==> src/rtl/wav_recorder_pkg.sv <==
// Shared sound constants and FSM encoding for the PWM player/recorder pair.
package wav_recorder_pkg;

    localparam int unsigned FRAME_TICKS      = 256;
    localparam int unsigned SAMPLE_W         = 8;
    localparam int unsigned DEFAULT_PRESCALE = 25;
    localparam int unsigned TICK_W           = $clog2(FRAME_TICKS);

    typedef enum logic [1:0] {
        StIdle    = 2'd0,
        StCapture = 2'd1,
        StDone    = 2'd2
    } snd_state_e;

    // Clamp a frame sum to the sample range; 256 only arises from a constant-high source.
    function automatic logic [SAMPLE_W-1:0] sat_sample(input logic [SAMPLE_W:0] acc);
        return acc[SAMPLE_W] ? {SAMPLE_W{1'b1}} : acc[SAMPLE_W-1:0];
    endfunction

endpackage

==> src/rtl/wav_recorder_pwm_tick_gen.sv <==
// Prescaler plus frame tick counter: one tick every PRESCALE clocks, 256 ticks per frame.
module wav_recorder_pwm_tick_gen
    import wav_recorder_pkg::*;
#(
    parameter int unsigned PRESCALE = DEFAULT_PRESCALE
) (
    input  logic i_clk,
    input  logic i_reset,
    input  logic i_clear,
    input  logic i_en,
    output logic o_tick,
    output logic o_frame_end
);

    localparam int unsigned PW = (PRESCALE > 1) ? $clog2(PRESCALE) : 1;
    localparam logic [PW-1:0] PMAX = PW'(PRESCALE - 1);

    logic [PW-1:0]     r_presc;
    logic [TICK_W-1:0] r_tick_cnt;
    logic              w_tick;

    assign w_tick      = i_en && (r_presc == PMAX);
    assign o_tick      = w_tick;
    assign o_frame_end = w_tick && (r_tick_cnt == '1);

    // Prescaler wraps at PRESCALE-1; tick counter advances (and wraps) on every tick.
    always_ff @(posedge i_clk) begin
        if (i_reset || i_clear) begin
            r_presc    <= '0;
            r_tick_cnt <= '0;
        end else if (i_en) begin
            r_presc <= w_tick ? '0 : r_presc + 1'b1;
            if (w_tick) begin
                r_tick_cnt <= r_tick_cnt + 1'b1;
            end
        end
    end

endmodule

==> src/rtl/wav_recorder.sv <==
// PWM audio capture: demodulates 256-tick frames into 8-bit samples written to a RAM.
module wav_recorder
    import wav_recorder_pkg::*;
#(
    parameter int unsigned PRESCALE = DEFAULT_PRESCALE,
    parameter int unsigned ADDR_W   = 11
) (
    input  logic                i_clk,
    input  logic                i_reset,
    input  logic                i_start,
    input  logic                i_stop,
    input  logic                i_pwm_in,
    output logic                o_busy,
    output logic                o_done,
    output logic                o_ram_we,
    output logic [ADDR_W-1:0]   o_ram_a,
    output logic [SAMPLE_W-1:0] o_ram_d,
    output logic [ADDR_W:0]     o_count
);

    snd_state_e          r_state;
    logic [1:0]          r_sync;
    logic                r_busy;
    logic                r_done;
    logic                r_ram_we;
    logic [ADDR_W-1:0]   r_ram_a;
    logic [SAMPLE_W-1:0] r_ram_d;
    logic [ADDR_W:0]     r_count;
    logic [ADDR_W-1:0]   r_addr;
    logic [SAMPLE_W:0]   r_acc;

    logic                w_pwm_s;
    logic                w_capture;
    logic                w_start_ok;
    logic                w_tick;
    logic                w_frame_end;
    logic [SAMPLE_W:0]   w_acc_next;
    logic                w_last_addr;

    assign w_pwm_s     = r_sync[1];
    assign w_capture   = (r_state == StCapture);
    assign w_start_ok  = i_start && !w_capture;
    assign w_acc_next  = r_acc + {{SAMPLE_W{1'b0}}, w_pwm_s};
    assign w_last_addr = (r_addr == '1);

    wav_recorder_pwm_tick_gen #(
        .PRESCALE (PRESCALE)
    ) u_tick_gen (
        .i_clk       (i_clk),
        .i_reset     (i_reset),
        .i_clear     (w_start_ok),
        .i_en        (w_capture),
        .o_tick      (w_tick),
        .o_frame_end (w_frame_end)
    );

    // Two-flop synchroniser for the asynchronous PWM input.
    always_ff @(posedge i_clk) begin
        if (i_reset) begin
            r_sync <= '0;
        end else begin
            r_sync <= {r_sync[0], i_pwm_in};
        end
    end

    // Capture FSM with registered outputs; the RAM write lands the cycle after frame end.
    always_ff @(posedge i_clk) begin
        if (i_reset) begin
            r_state  <= StIdle;
            r_busy   <= 1'b0;
            r_done   <= 1'b0;
            r_ram_we <= 1'b0;
            r_ram_a  <= '0;
            r_ram_d  <= '0;
            r_count  <= '0;
            r_addr   <= '0;
            r_acc    <= '0;
        end else begin
            r_ram_we <= 1'b0;
            unique case (r_state)
                StIdle, StDone: begin
                    if (i_start) begin
                        r_state <= StCapture;
                        r_busy  <= 1'b1;
                        r_done  <= 1'b0;
                        r_acc   <= '0;
                        r_addr  <= '0;
                        r_count <= '0;
                    end
                end
                StCapture: begin
                    if (w_frame_end) begin
                        // Completed frame is written even if stop arrives on this tick.
                        r_ram_we <= 1'b1;
                        r_ram_a  <= r_addr;
                        r_ram_d  <= sat_sample(w_acc_next);
                        r_count  <= r_count + 1'b1;
                        r_acc    <= '0;
                        r_addr   <= r_addr + 1'b1;
                        if (w_last_addr || i_stop) begin
                            r_state <= StDone;
                            r_busy  <= 1'b0;
                            r_done  <= 1'b1;
                        end
                    end else begin
                        if (w_tick) begin
                            r_acc <= w_acc_next;
                        end
                        // Partial frame is dropped on abort.
                        if (i_stop) begin
                            r_state <= StDone;
                            r_busy  <= 1'b0;
                            r_done  <= 1'b1;
                        end
                    end
                end
                default: begin
                    r_state <= StIdle;
                end
            endcase
        end
    end

    assign o_busy   = r_busy;
    assign o_done   = r_done;
    assign o_ram_we = r_ram_we;
    assign o_ram_a  = r_ram_a;
    assign o_ram_d  = r_ram_d;
    assign o_count  = r_count;

endmodule

==> config.mk <==
export PLATFORM = sky130hd
export DESIGN_NAME = wav_recorder
export DESIGN_NICKNAME = d
export VERILOG_FILES = /design/src/rtl/wav_recorder_pkg.sv /design/src/rtl/wav_recorder_pwm_tick_gen.sv /design/src/rtl/wav_recorder.sv
export SDC_FILE = /design/constraint.sdc
export NUM_CORES = 1
export LEC_CHECK = 0
export BUFFER_PORTS_ARGS = -buffer_cell sky130_fd_sc_hd__buf_2
export CAP_MARGIN = 20
export CORE_MARGIN = 4
export CORE_UTILIZATION = 35
export DETAILED_ROUTE_END_ITERATION = 12
export SLEW_MARGIN = 20
export SYNTH_ARGS = -nofsm -noshare
export SYNTH_HDL_FRONTEND = slang
export SYNTH_SLANG_ARGS = --single-unit
==> constraint.sdc <==
create_clock -name i_clk -period 2.2 [get_ports i_clk]
set_input_delay 0.44 -clock i_clk [delete_from_list [all_inputs] [get_ports i_clk]]
set_output_delay 0.44 -clock i_clk [all_outputs]
set_load 0.01 [all_outputs]
==> results of run 1 <==
[metal layers]
| layer | vias up | part of all wire, % | GRT usage [%] |
|---|---|---|---|
| met3 | 9 | 2.8 | 2.47 |
| li1 | 1493 | - | - |
| met5 | - | 0 | 0 |
| met4 | 0 | 2.0 | 6.75 |
| met1 | 1335 | 49 | 19.1 |
| met2 | 38 | 46 | 22.6 |
[cells by family (layout without fill, tap and decap cells)]
family          Yosys count  after routing  synth area share (%)
fa+ha+maj                 7              7                  2.67
mux                       1              1                 0.305
compound gates           84             84                  15.8
simple gates            176            176                  29.3
flops                    71             71                  43.4
buf+inv                  31             78                  3.70
xor+xnor                 18             18                  4.81
[metrics by stage]
stage                     cells  area, um2
after floorplan             388       3280
after global placement      530       3660
after detailed placement    530       3660
after CTS                   546       3880
after global routing        546       3890
final                       546       3890
[final cells by class]
type	instances	area (um2)	share of cell area [%]
clock inverter	6	93.8	2.41
clock buffer	10	128	3.28
inverter	8	30.0	0.772
timing repair buffer	54	335	8.62
sequential	71	1420	36.5
tap	111	139	3.57
multi-input combinational	286	1740	44.8
[power by group]
group / total [W] / switching [W] / leakage, nW / internal, W
sequential: 0.00130 / 0.00000799 / 0.573 / 0.00129
clock: 0.00117 / 0.000523 / 0.107 / 0.000647
combinational: 0.0000923 / 0.0000611 / 0.716 / 0.0000312
total: 0.00256 / 0.000592 / 1.40 / 0.00197
[layout by cell type, fill, tap and decap left out, types with 4 or more instances in the layout]
cell type,n
sky130_fd_sc_hd__dfxtp_1,71
sky130_fd_sc_hd__nand2_1,50
sky130_fd_sc_hd__a21oi_1,40
sky130_fd_sc_hd__buf_2,38
sky130_fd_sc_hd__nor2_1,29
sky130_fd_sc_hd__nand3_1,25
sky130_fd_sc_hd__or4_1,14
sky130_fd_sc_hd__buf_4,14
sky130_fd_sc_hd__o31ai_1,11
sky130_fd_sc_hd__nor3_1,9
sky130_fd_sc_hd__xnor2_1,9
sky130_fd_sc_hd__xor2_1,9
sky130_fd_sc_hd__clkbuf_8,9
sky130_fd_sc_hd__inv_1,8
sky130_fd_sc_hd__a31oi_1,8
sky130_fd_sc_hd__nand2b_1,7
sky130_fd_sc_hd__or3_1,7
sky130_fd_sc_hd__ha_1,7
sky130_fd_sc_hd__nand4_1,6
sky130_fd_sc_hd__o21ai_0,6
sky130_fd_sc_hd__a311oi_1,5
sky130_fd_sc_hd__nor2b_1,4
sky130_fd_sc_hd__nor4_1,4
[repair_timing]
item,4_1_cts,5_1_grt
gates resized for setup,0,1
endpoints found under the hold margin,0,0
buffers inserted,0,0
setup endpoints to repair,0,2
[registers in the layout, summed over array words and instances (netlist names)]
| register | flops |
|---|---|
| o_ram_d | 8 |
| o_done | 1 |
| u_tick_gen.r_presc | 5 |
| r_addr | 11 |
| u_tick_gen.r_tick_cnt | 8 |
| r_acc | 9 |
| r_state | 2 |
| o_busy | 1 |
| o_count | 12 |
| o_ram_we | 1 |
| o_ram_a | 11 |
| r_sync | 2 |
[worst max path at each step]
stage | cells after the start | slack [ns] | start | to
floorplan | 6 | 0.31 | u_tick_gen.r_tick_cnt[0]$_SDFFE_PP0P_ | r_addr[4]$_SDFFE_PP0P_
detailed placement | 7 | 0.13 | u_tick_gen.r_presc[1]$_SDFFE_PP0P_ | o_count[10]$_SDFFE_PP0P_
global placement | 7 | 0.19 | u_tick_gen.r_presc[1]$_SDFFE_PP0P_ | r_addr[9]$_SDFFE_PP0P_
CTS | 7 | 0.12 | u_tick_gen.r_presc[1]$_SDFFE_PP0P_ | r_addr[10]$_SDFFE_PP0P_
global route | 6 | 0.05 | u_tick_gen.r_tick_cnt[0]$_SDFFE_PP0P_ | o_count[7]$_SDFFE_PP0P_
finish | 7 | 0.19 | u_tick_gen.r_presc[1]$_SDFFE_PP0P_ | r_addr[5]$_SDFFE_PP0P_
[critical path, cell delays in order (launching register included)]
cell and delay (ns):
sky130_fd_sc_hd__dfxtp_1 0.34, sky130_fd_sc_hd__inv_1 0.06, sky130_fd_sc_hd__ha_1 0.19, sky130_fd_sc_hd__and4b_1 0.32
sky130_fd_sc_hd__nand4_4 0.18, sky130_fd_sc_hd__buf_12 0.21, sky130_fd_sc_hd__or4_1 0.50, sky130_fd_sc_hd__a21oi_1 0.14
==> metrics.md, run 1 <==
| Metric | Value |
|---|---|
| Predominant post-synthesis flop cell | `sky130_fd_sc_hd__dfxtp_1` |
| End point of the most critical hold path | `r_sync[0]$_SDFF_PP0_` |
| Placed wire-length estimate | `5330 um` |
| Die Span Y | `105 um` |
| Maximum buffer depth of the clock tree | `2` |
| Share of the cycle needed by the critical path after routing | `91.3%` |
| Final-layout setup total negative slack | `0 ns` |
| Area fraction of the dominant cell type after synthesis | `43.4%` |
| Fill cell instance count of the final layout | `960` |
| Average wire per standard cell | `13.7 um` |
| Post-synthesis to final-layout area growth | `18.7%` |
| Net count of the mapped netlist | `400` |
| Reg-to-reg critical path startpoint | `u_tick_gen.r_presc[1]$_SDFFE_PP0P_` |
| Worst Setup Start Kind | `flip-flop` |
| Average footprint of a synthesized cell | `8.45 um2` |
| Syn. warnings | `0` |
| Max H-tree Level | `3` |
| DRC violations left | `0` |
| Vias post-DR | `2875` |
| Count of cells along the worst hold path | `2` |
| Worst Clk Skew | `0.00918 ns` |
| Number of DRC markers after the initial detailed-route iteration | `167` |
| Num ports | `39` |
| Fin worst setup slack | `0.191 ns` |
| End-of-flow core utilization | `42.3%` |
| Via/cell ratio | `5.27` |
| Largest area contributor in the netlist | `sky130_fd_sc_hd__dfxtp_1` |
| Overflow left after global routing | `0` |
| Skew-Pair Late Insertion Delay | `0.35 ns` |
| Die boundary width | `105 um` |
| Inserted Diodes | `0` |
| Unrepaired setup endpoints after global routing | `false` |
| Num CTS Buffers | `9` |
| Signal arrival time at the worst endpoint | `2.29 ns` |
| CTS tree | `done` |
| Net count reported at finish | `442` |
| Required time of the critical path | `2.48 ns` |
| Initial cell density of the core | `35.6%` |
| Ys async rst share | `0%` |
| Max-Slew Margin vs Limit | `62.9%` |
| Hold wc startpoint | `i_pwm_in` |
| Initial antenna violation count | `0` |
| Worst VDD drop | `328 uV` |
| Final weighted congestion in routability-driven placement | `0.836` |
| Worst min-delay path class | `in2reg` |
| Overall fraction of global-route tracks in use | `14.4%` |
| Power Dens Cells | `659 mW/mm2` |
| Area of the core | `0.00920 mm2` |
| Vias in the first global route | `2732` |
| Count of flip-flops with a built-in enable after synthesis | `0` |
| Min Tclk post-route | `2.01 ns` |
| CTS root buffer | `sky130_fd_sc_hd__clkbuf_8` |
| Maximum number of pins on one net before global-route repair | `25` |
| Leading cell type by number of instances after synthesis | `sky130_fd_sc_hd__dfxtp_1` |
| Status | `complete, no violations` |
| Final Max Slew Viols | `0` |
| Syn Std Cell Area | `0.00328 mm2` |
| Layout cell share with drive strength beyond 1 | `17.7%` |
| Aggregate routed wire length | `7480 um` |
| Flip-flop and latch count after synthesis | `71` |
| Detailed Routing Iterations Pass 1 | `4` |
| Critical register-to-register path endpoint | `r_addr[5]$_SDFFE_PP0P_` |
| Power Total | `0.00256 W` |
| Sequential-to-total area share from yosys stat | `43.4%` |
| Clock-pin slew reported for the worst setup and hold paths after clock tree synthesis | `0.08 ns` |
| Synth area leaders | `sky130_fd_sc_hd__dfxtp_1, sky130_fd_sc_hd__a21oi_1, sky130_fd_sc_hd__nand2_1` |
| TritonCTS Sinks | `71` |
| Count of mapped cells out of synthesis | `388` |
| Slew at the pin closest to its max-slew limit | `0.551 ns` |
| R2R cell count | `7` |
| Global-route wire length before repair | `13000 um` |
| LEAKAGE | `1.40 nW` |
| MaxCap Viol Count | `0` |
| Synth cell count leaders | `sky130_fd_sc_hd__dfxtp_1, sky130_fd_sc_hd__nand2_1, sky130_fd_sc_hd__a21oi_1` |
| Cell Rows | `35` |
| Number of hold violations in the final report | `0` |
| Unique cell type count in the Yosys netlist | `47` |
| Worst hold margin | `0.296 ns` |
| Worst-case setup slack after placement | `0.134 ns` |
| Crit path max fanout | `24` |
| Slack of the worst reg-to-reg path | `0.19 ns` |
| Number of input and output port buffers inserted | `38` |
| Fmax | `498 MHz` |
| Capturing element type of the critical path | `flip-flop` |
| Crit path kind | `reg2reg` |
| Post-DRT Antenna Nets | `0` |
| Count of endpoints failing setup in the final report | `0` |
| Number of hold buffers added after cts | `0` |
| DIE AREA | `0.0110 mm2` |
(Power assumes the default switching activity.)
==> inputs of run 2 (changes only) <==
--- a/config.mk
+++ b/config.mk
@@ -10,6 +10,8 @@
 export CORE_MARGIN = 4
 export CORE_UTILIZATION = 35
 export DETAILED_ROUTE_END_ITERATION = 12
+export REMOVE_ABC_BUFFERS = 1
+export SETUP_SLACK_MARGIN = 0.4
 export SLEW_MARGIN = 20
 export SYNTH_ARGS = -nofsm -noshare
 export SYNTH_HDL_FRONTEND = slang
==> run 2 against run 1 <==
Net effect: sequential power about the same; total power down 8.1%; critical path depth down 1; flip-flop and latch count unchanged.
==> metrics.md, run 2 (synthesized netlist as in run 1, its figures left out) <==
| Metric | Value |
|---|---|
| Maximum buffer depth of the clock tree | `2` |
| Final-layout setup total negative slack | `0 ns` |
| Worst Clk Skew | `0.0106 ns` |
| TritonCTS Sinks | `71` |
| Average wire per standard cell | `15.1 um` |
| Number of hold buffers added after cts | `0` |
| Fill cell instance count of the final layout | `880` |
| Number of input and output port buffers inserted | `38` |
| Power spent charging and discharging nets | `0.000562 W` |
| Die boundary width | `105 um` |
| Number of hold violations in the final report | `0` |
| Sequential Power Share | `55.2%` |
| Longest individual stage delay on the worst path | `0.49 ns` |
| Num ports | `39` |
| Cell class contributing the biggest share of worst-path delay | `simple AND/OR/NAND/NOR gates` |
| Worst VDD drop | `203 uV` |
| Series of cell instances along the critical path | `ha_4 -> and4b_2 -> nand4_4 -> clkbuf_16 -> or4_1 -> a21oi_1` |
| MaxCap Viol Count | `0` |
| Crit path max fanout | `5` |
| Num CTS Buffers | `9` |
| Unrepaired setup endpoints after global routing | `true` |
| Part of the total power dissipated in combinational logic | `4.2%` |
| Count of buffer and inverter cells on the critical path | `1` |
| Final weighted congestion in routability-driven placement | `0.796` |
| Max reg flops | `12` |
| Maximum number of pins on one net before global-route repair | `25` |
| Reg-to-reg critical path startpoint | `u_tick_gen.r_tick_cnt[1]$_SDFFE_PP0P_` |
| Post-synthesis to final-layout area growth | `28.7%` |
| Fmax | `536 MHz` |
| Status | `complete, no violations` |
| Most used cells in the layout excluding fill and tap cells | `sky130_fd_sc_hd__dfxtp_1, sky130_fd_sc_hd__nand2_1, sky130_fd_sc_hd__buf_2` |
| DIE AREA | `0.0110 mm2` |
| Hold wc startpoint | `i_pwm_in` |
| Overall fraction of global-route tracks in use | `15.3%` |
| Worst Setup Start Kind | `flip-flop` |
| Number of DRC markers after the initial detailed-route iteration | `165` |
| Count of cells along the worst hold path | `2` |
| Net count reported at finish | `458` |
| DRC violations left | `0` |
| Required time of the critical path | `2.49 ns` |
| Signal arrival time at the worst endpoint | `2.15 ns` |
| Most frequent standard cell in the layout excluding fill and tap cells | `sky130_fd_sc_hd__dfxtp_1` |
| Clock-pin slew reported for the worst setup and hold paths after clock tree synthesis | `0.08 ns` |
| Vias in the first global route | `2944` |
| Max-Slew Margin vs Limit | `72.1%` |
| LEAKAGE | `1.54 nW` |
| Post-DRT Antenna Nets | `0` |
| Cell Rows | `35` |
| Cell internal power dissipation | `0.00179 W` |
| Crit path kind | `reg2reg` |
| Die Span Y | `105 um` |
| Placed Instances | `528` |
| Power Total | `0.00236 W` |
| Detailed Routing Iterations Pass 1 | `4` |
| Logic depth of the worst setup path including buffers | `6` |
| Layout cell share with drive strength beyond 1 | `28.8%` |
| Inserted Diodes | `0` |
| Count of endpoints failing setup in the final report | `0` |
| Aggregate routed wire length | `8490 um` |
| Clk network pwr share | `40.6%` |
| R2R cell count | `6` |
| Vias post-DR | `3077` |
| Critical register-to-register path endpoint | `o_count[10]$_SDFFE_PP0P_` |
| Slack of the worst reg-to-reg path | `0.34 ns` |
| Startpoint of the worst setup timing path | `u_tick_gen.r_tick_cnt[1]$_SDFFE_PP0P_` |
| Initial cell density of the core | `35.6%` |
| Slew at the pin closest to its max-slew limit | `0.418 ns` |
| Capturing element type of the critical path | `flip-flop` |
| Skew-Pair Late Insertion Delay | `0.35 ns` |
| Cell at the slowest stage of the critical path | `sky130_fd_sc_hd__or4_1` |
| Area of the core | `0.00920 mm2` |
| CTS tree | `done` |
| Overflow left after global routing | `0` |
| Power Dens Cells | `559 mW/mm2` |
| Switching share of total power | `23.8%` |
| Global-route wire length before repair | `13900 um` |
| Min Tclk post-route | `1.86 ns` |
| End point of the critical path | `o_count[10]$_SDFFE_PP0P_` |
| Final Max Slew Viols | `0` |
| Number of non-filler instances in the completed layout | `562` |
| CTS root buffer | `sky130_fd_sc_hd__clkbuf_8` |
| Worst min-delay path class | `in2reg` |
| Worst hold margin | `0.307 ns` |
| Initial antenna violation count | `0` |
| Via/cell ratio | `5.48` |
| Placed wire-length estimate | `5310 um` |
| Share of the cycle needed by the critical path after routing | `84.8%` |
| Max H-tree Level | `3` |
## run 2: cell count changes in the layout (fill, tap and decap cells not counted), sizes merged
| cell | previous run | this run |
|---|---|---|
| buf | 54 | 67 |
| clkbuf | 10 | 15 |
| bufinv | 2 | 0 |
| bufbuf | 0 | 1 |
| inv | 9 | 8 |
## run 2: per-stage QoR
step / cell area, um2 / setup slack, ns / util, %
after detailed placement: 3650 / 0.171 / 39.6
after global placement: 3650 / 0.268 / 39.6
after floorplan: 3190 / -0.455 / -
after global routing: 4220 / 0.252 / 45.9
final: 4220 / 0.335 / 45.9
after CTS: 4010 / 0.296 / 43.6
## run 2: how the worst min path moves through the flow
stage,end
final,r_sync[0]$_SDFF_PP0_
after global placement,r_sync[1]$_SDFF_PP0_
after detailed placement,r_sync[1]$_SDFF_PP0_
after floorplan,r_sync[1]$_SDFF_PP0_
after CTS,r_sync[0]$_SDFF_PP0_
after global routing,r_sync[0]$_SDFF_PP0_
## run 2: what timing repair did
item	in CTS	in global routing
setup endpoints to repair	31	43
resized for setup	21	33
pin swaps	10	30
cloned	3	2
setup buffers	3	10
## run 2: area by class of cell
type | instances | area, um2 | area share, %
multi-input cells | 286 | 1890 | 44.7
repair buffers | 70 | 548 | 13.0
clock inverters | 3 | 17.5 | 0.415
well taps | 111 | 139 | 3.29
flip-flops and latches | 71 | 1440 | 34.1
inverters | 8 | 30.0 | 0.712
clock buffers | 13 | 159 | 3.77
## run 2: worst reg2reg max path: cells and delay by family, from the launching register on
family | cells | cell delay, ns
and+or+nand+nor | 3 | 0.96
DFF | 1 | 0.37
buffers and inverters | 1 | 0.22
adders and majority gates | 1 | 0.14
AOI/OAI and AO/OA | 1 | 0.13
## run 2: per-layer routing
metal	GRT usage, %	wire (um)	up-vias
met2	24.8	3960	77
li1	-	-	1516
met3	4.82	410	14
met4	5.34	150	0
met5	0	0	-
met1	19.2	3960	1470
## run 2: power by group through the flow
stage / Combinational [W] / Clock (W) / Sequential, W
5_1_grt: 0.000110 / 0.00103 / 0.00130
3_5_place_dp: 0.0000894 / 0 / 0.00133
4_1_cts: 0.0000920 / 0.000981 / 0.00130
3_3_place_gp: 0.0000887 / 0 / 0.00133
6_report: 0.0000988 / 0.000957 / 0.00130
2_1_floorplan: 0.0000440 / 0 / 0.00133
==> inputs of run 3 (changes only) <==
==> constraint.sdc (replaced) <==
create_clock -name i_clk -period 1.9 [get_ports i_clk]
set_input_delay 0.38 -clock i_clk [delete_from_list [all_inputs] [get_ports i_clk]]
set_output_delay 0.38 -clock i_clk [all_outputs]
set_load 0.01 [all_outputs]
==> run 3 against run 2 <==
Net effect: count of clock-buffer cells in the layout fell by 3; utilization grew 8.7 points; sequential share of layout area is 5.2 points lower; register-to-register slack lost 0.27 ns; non-clock buffer count rose by 34; via count grew 5.5%; maximum frequency grew 1.4%; global-route usage increased by 1.6 points; critical path depth is the same; critical endpoint unchanged.
==> metrics.md, run 3 (synthesized netlist as in run 1, its figures left out) <==
| Metric | Value |
|---|---|
| Met1 layer wirelength in the final routing | `4250 um` |
| Sequential cell area | `0.00145 mm2` |
| Number of hold violations in the final report | `0` |
| Cell at the slowest stage of the critical path | `sky130_fd_sc_hd__or4_4` |
| Power Dens Cells | `627 mW/mm2` |
| Global-route wire length before repair | `15400 um` |
| DRC violations left | `0` |
| Critical register-to-register path endpoint | `o_count[10]$_SDFFE_PP0P_` |
| Worst Setup Start Kind | `flip-flop` |
| Sum of met3 wire segment lengths after detailed routing | `416 um` |
| LEAKAGE | `1.97 nW` |
| Final weighted congestion in routability-driven placement | `0.776` |
| MaxCap Viol Count | `0` |
| Cell class contributing the biggest share of worst-path delay | `simple AND/OR/NAND/NOR gates` |
| Die boundary width | `105 um` |
| Count of cells along the worst hold path | `2` |
| Max-Slew Margin vs Limit | `70.1%` |
| Total area of multi-input combinational cells | `0.00230 mm2` |
| Most used cells in the layout excluding fill and tap cells | `sky130_fd_sc_hd__dfxtp_1, sky130_fd_sc_hd__buf_4, sky130_fd_sc_hd__buf_2` |
| TritonCTS Sinks | `71` |
| Slew at the pin closest to its max-slew limit | `0.448 ns` |
| Max H-tree Level | `3` |
| Fill cell instance count of the final layout | `794` |
| Area of the core | `0.00920 mm2` |
| Maximum number of pins on one net before global-route repair | `18` |
| Average wire per standard cell | `16.1 um` |
| Most frequent standard cell in the layout excluding fill and tap cells | `sky130_fd_sc_hd__dfxtp_1` |
| Series of cell instances along the critical path | `ha_4 -> and4b_2 -> nand4_4 -> buf_6 -> or4_4 -> a21oi_2` |
| Post-synthesis to final-layout area growth | `53.2%` |
| Min Tclk post-route | `1.84 ns` |
| Signal arrival time at the worst endpoint | `2.13 ns` |
| Hold wc startpoint | `i_pwm_in` |
| Crit path max fanout | `7` |
| Share of the cycle needed by the critical path after routing | `96.7%` |
| Worst Clk Skew | `0.00811 ns` |
| Unrepaired setup endpoints after global routing | `true` |
| Layout cell share with drive strength beyond 1 | `50.1%` |
| Reg-to-reg critical path startpoint | `u_tick_gen.r_tick_cnt[1]$_SDFFE_PP0P_` |
| Power Total | `0.00315 W` |
| Worst min-delay path class | `in2reg` |
| Detailed Routing Iterations Pass 1 | `4` |
| Die Span Y | `105 um` |
| DIE AREA | `0.0110 mm2` |
| Longest individual stage delay on the worst path | `0.51 ns` |
| CTS tree | `done` |
| Crit path kind | `reg2reg` |
| Via/cell ratio | `5.44` |
| Maximum buffer depth of the clock tree | `2` |
| Capturing element type of the critical path | `flip-flop` |
| Top sig layer | `met4` |
| Worst VDD drop | `386 uV` |
| Fmax | `544 MHz` |
| Worst hold margin | `0.242 ns` |
| Num ports | `39` |
| CTS root buffer | `sky130_fd_sc_hd__clkbuf_8` |
| Skew-Pair Late Insertion Delay | `0.35 ns` |
| Number of hold buffers added after cts | `0` |
| Vias in the first global route | `3199` |
| Required time of the critical path | `2.19 ns` |
| Clock-pin slew reported for the worst setup and hold paths after clock tree synthesis | `0.08 ns` |
| Cell Rows | `35` |
| Final Max Slew Viols | `0` |
| Aggregate routed wire length | `9590 um` |
| Post-DRT Antenna Nets | `0` |
| R2R cell count | `6` |
| Number of input and output port buffers inserted | `38` |
| Count of endpoints failing setup in the final report | `0` |
| Slack of the worst reg-to-reg path | `0.06 ns` |
| Inserted Diodes | `0` |
| Overall fraction of global-route tracks in use | `17.0%` |
| Final non-filler cell area | `0.00502 mm2` |
| Routed length on met2 | `4770 um` |
| Vias post-DR | `3245` |
| Placed wire-length estimate | `5770 um` |
| Net count reported at finish | `492` |
| Initial antenna violation count | `0` |
| Overflow left after global routing | `0` |
| Max reg flops | `12` |
| Initial cell density of the core | `35.6%` |
| Placed Instance Area | `0.00379 mm2` |
| Final-layout setup total negative slack | `0 ns` |
| Count of buffer and inverter cells on the critical path | `1` |
| End point of the most critical hold path | `r_sync[0]$_SDFF_PP0_` |
| Number of DRC markers after the initial detailed-route iteration | `123` |
| Status | `complete, no violations` |
| Num CTS Buffers | `9` |
[run 3: routing by layer]
metal | track usage (%) | vias up
met5 | 0 | -
met4 | 5.44 | 0
met3 | 4.57 | 14
met2 | 29.3 | 64
met1 | 20.4 | 1574
li1 | - | 1593
[run 3: what timing repair did]
| item | in CTS | in global routing |
|---|---|---|
| pin swaps | 57 | 32 |
| setup buffers | 11 | 14 |
| cloned | 6 | 0 |
| endpoints found under the setup margin | 59 | 66 |
| gates resized for setup | 73 | 103 |
[run 3: power breakdown]
part / switching [W] / internal (W) / leakage [nW]
sequential: 0.0000110 / 0.00149 / 0.582
combinational: 0.0000908 / 0.0000536 / 1.27
clock: 0.000595 / 0.000903 / 0.122
total: 0.000697 / 0.00245 / 1.97
[run 3: how the worst max path moves through the flow]
| stage | cells past startpoint | slack, ns | end | startpoint |
|---|---|---|---|---|
| CTS | 7 | 0.07 | o_count[10]$_SDFFE_PP0P_ | u_tick_gen.r_presc[1]$_SDFFE_PP0P_ |
| floorplan | 5 | -0.76 | r_acc[5]$_SDFFE_PP0P_ | u_tick_gen.r_tick_cnt[0]$_SDFFE_PP0P_ |
| finish | 6 | 0.06 | o_count[10]$_SDFFE_PP0P_ | u_tick_gen.r_tick_cnt[1]$_SDFFE_PP0P_ |
| detailed placement | 7 | -0.02 | o_count[10]$_SDFFE_PP0P_ | u_tick_gen.r_presc[0]$_SDFFE_PP0P_ |
| global placement | 7 | 0.01 | o_count[10]$_SDFFE_PP0P_ | u_tick_gen.r_presc[0]$_SDFFE_PP0P_ |
| global route | 6 | -0.008 | o_count[10]$_SDFFE_PP0P_ | u_tick_gen.r_tick_cnt[1]$_SDFFE_PP0P_ |
[run 3: area by class of cell]
type	instances	area share (%)
clock buffer	10	2.74
clock inverter	6	2.14
inverter	8	0.598
multi-input combinational	286	45.8
sequential	71	28.9
tap	111	2.77
timing repair buffer	104	17.0
[run 3: through the flow]
stage / setup WS [ns] / std cells / utilization [%]
2_1_floorplan: -0.755 / 365 / -
3_3_place_gp: 0.0107 / 549 / 41.2
3_5_place_dp: -0.0243 / 549 / 41.2
4_1_cts: 0.0688 / 582 / 48.8
5_1_grt: -0.00837 / 596 / 54.6
6_report: 0.0619 / 596 / 54.6
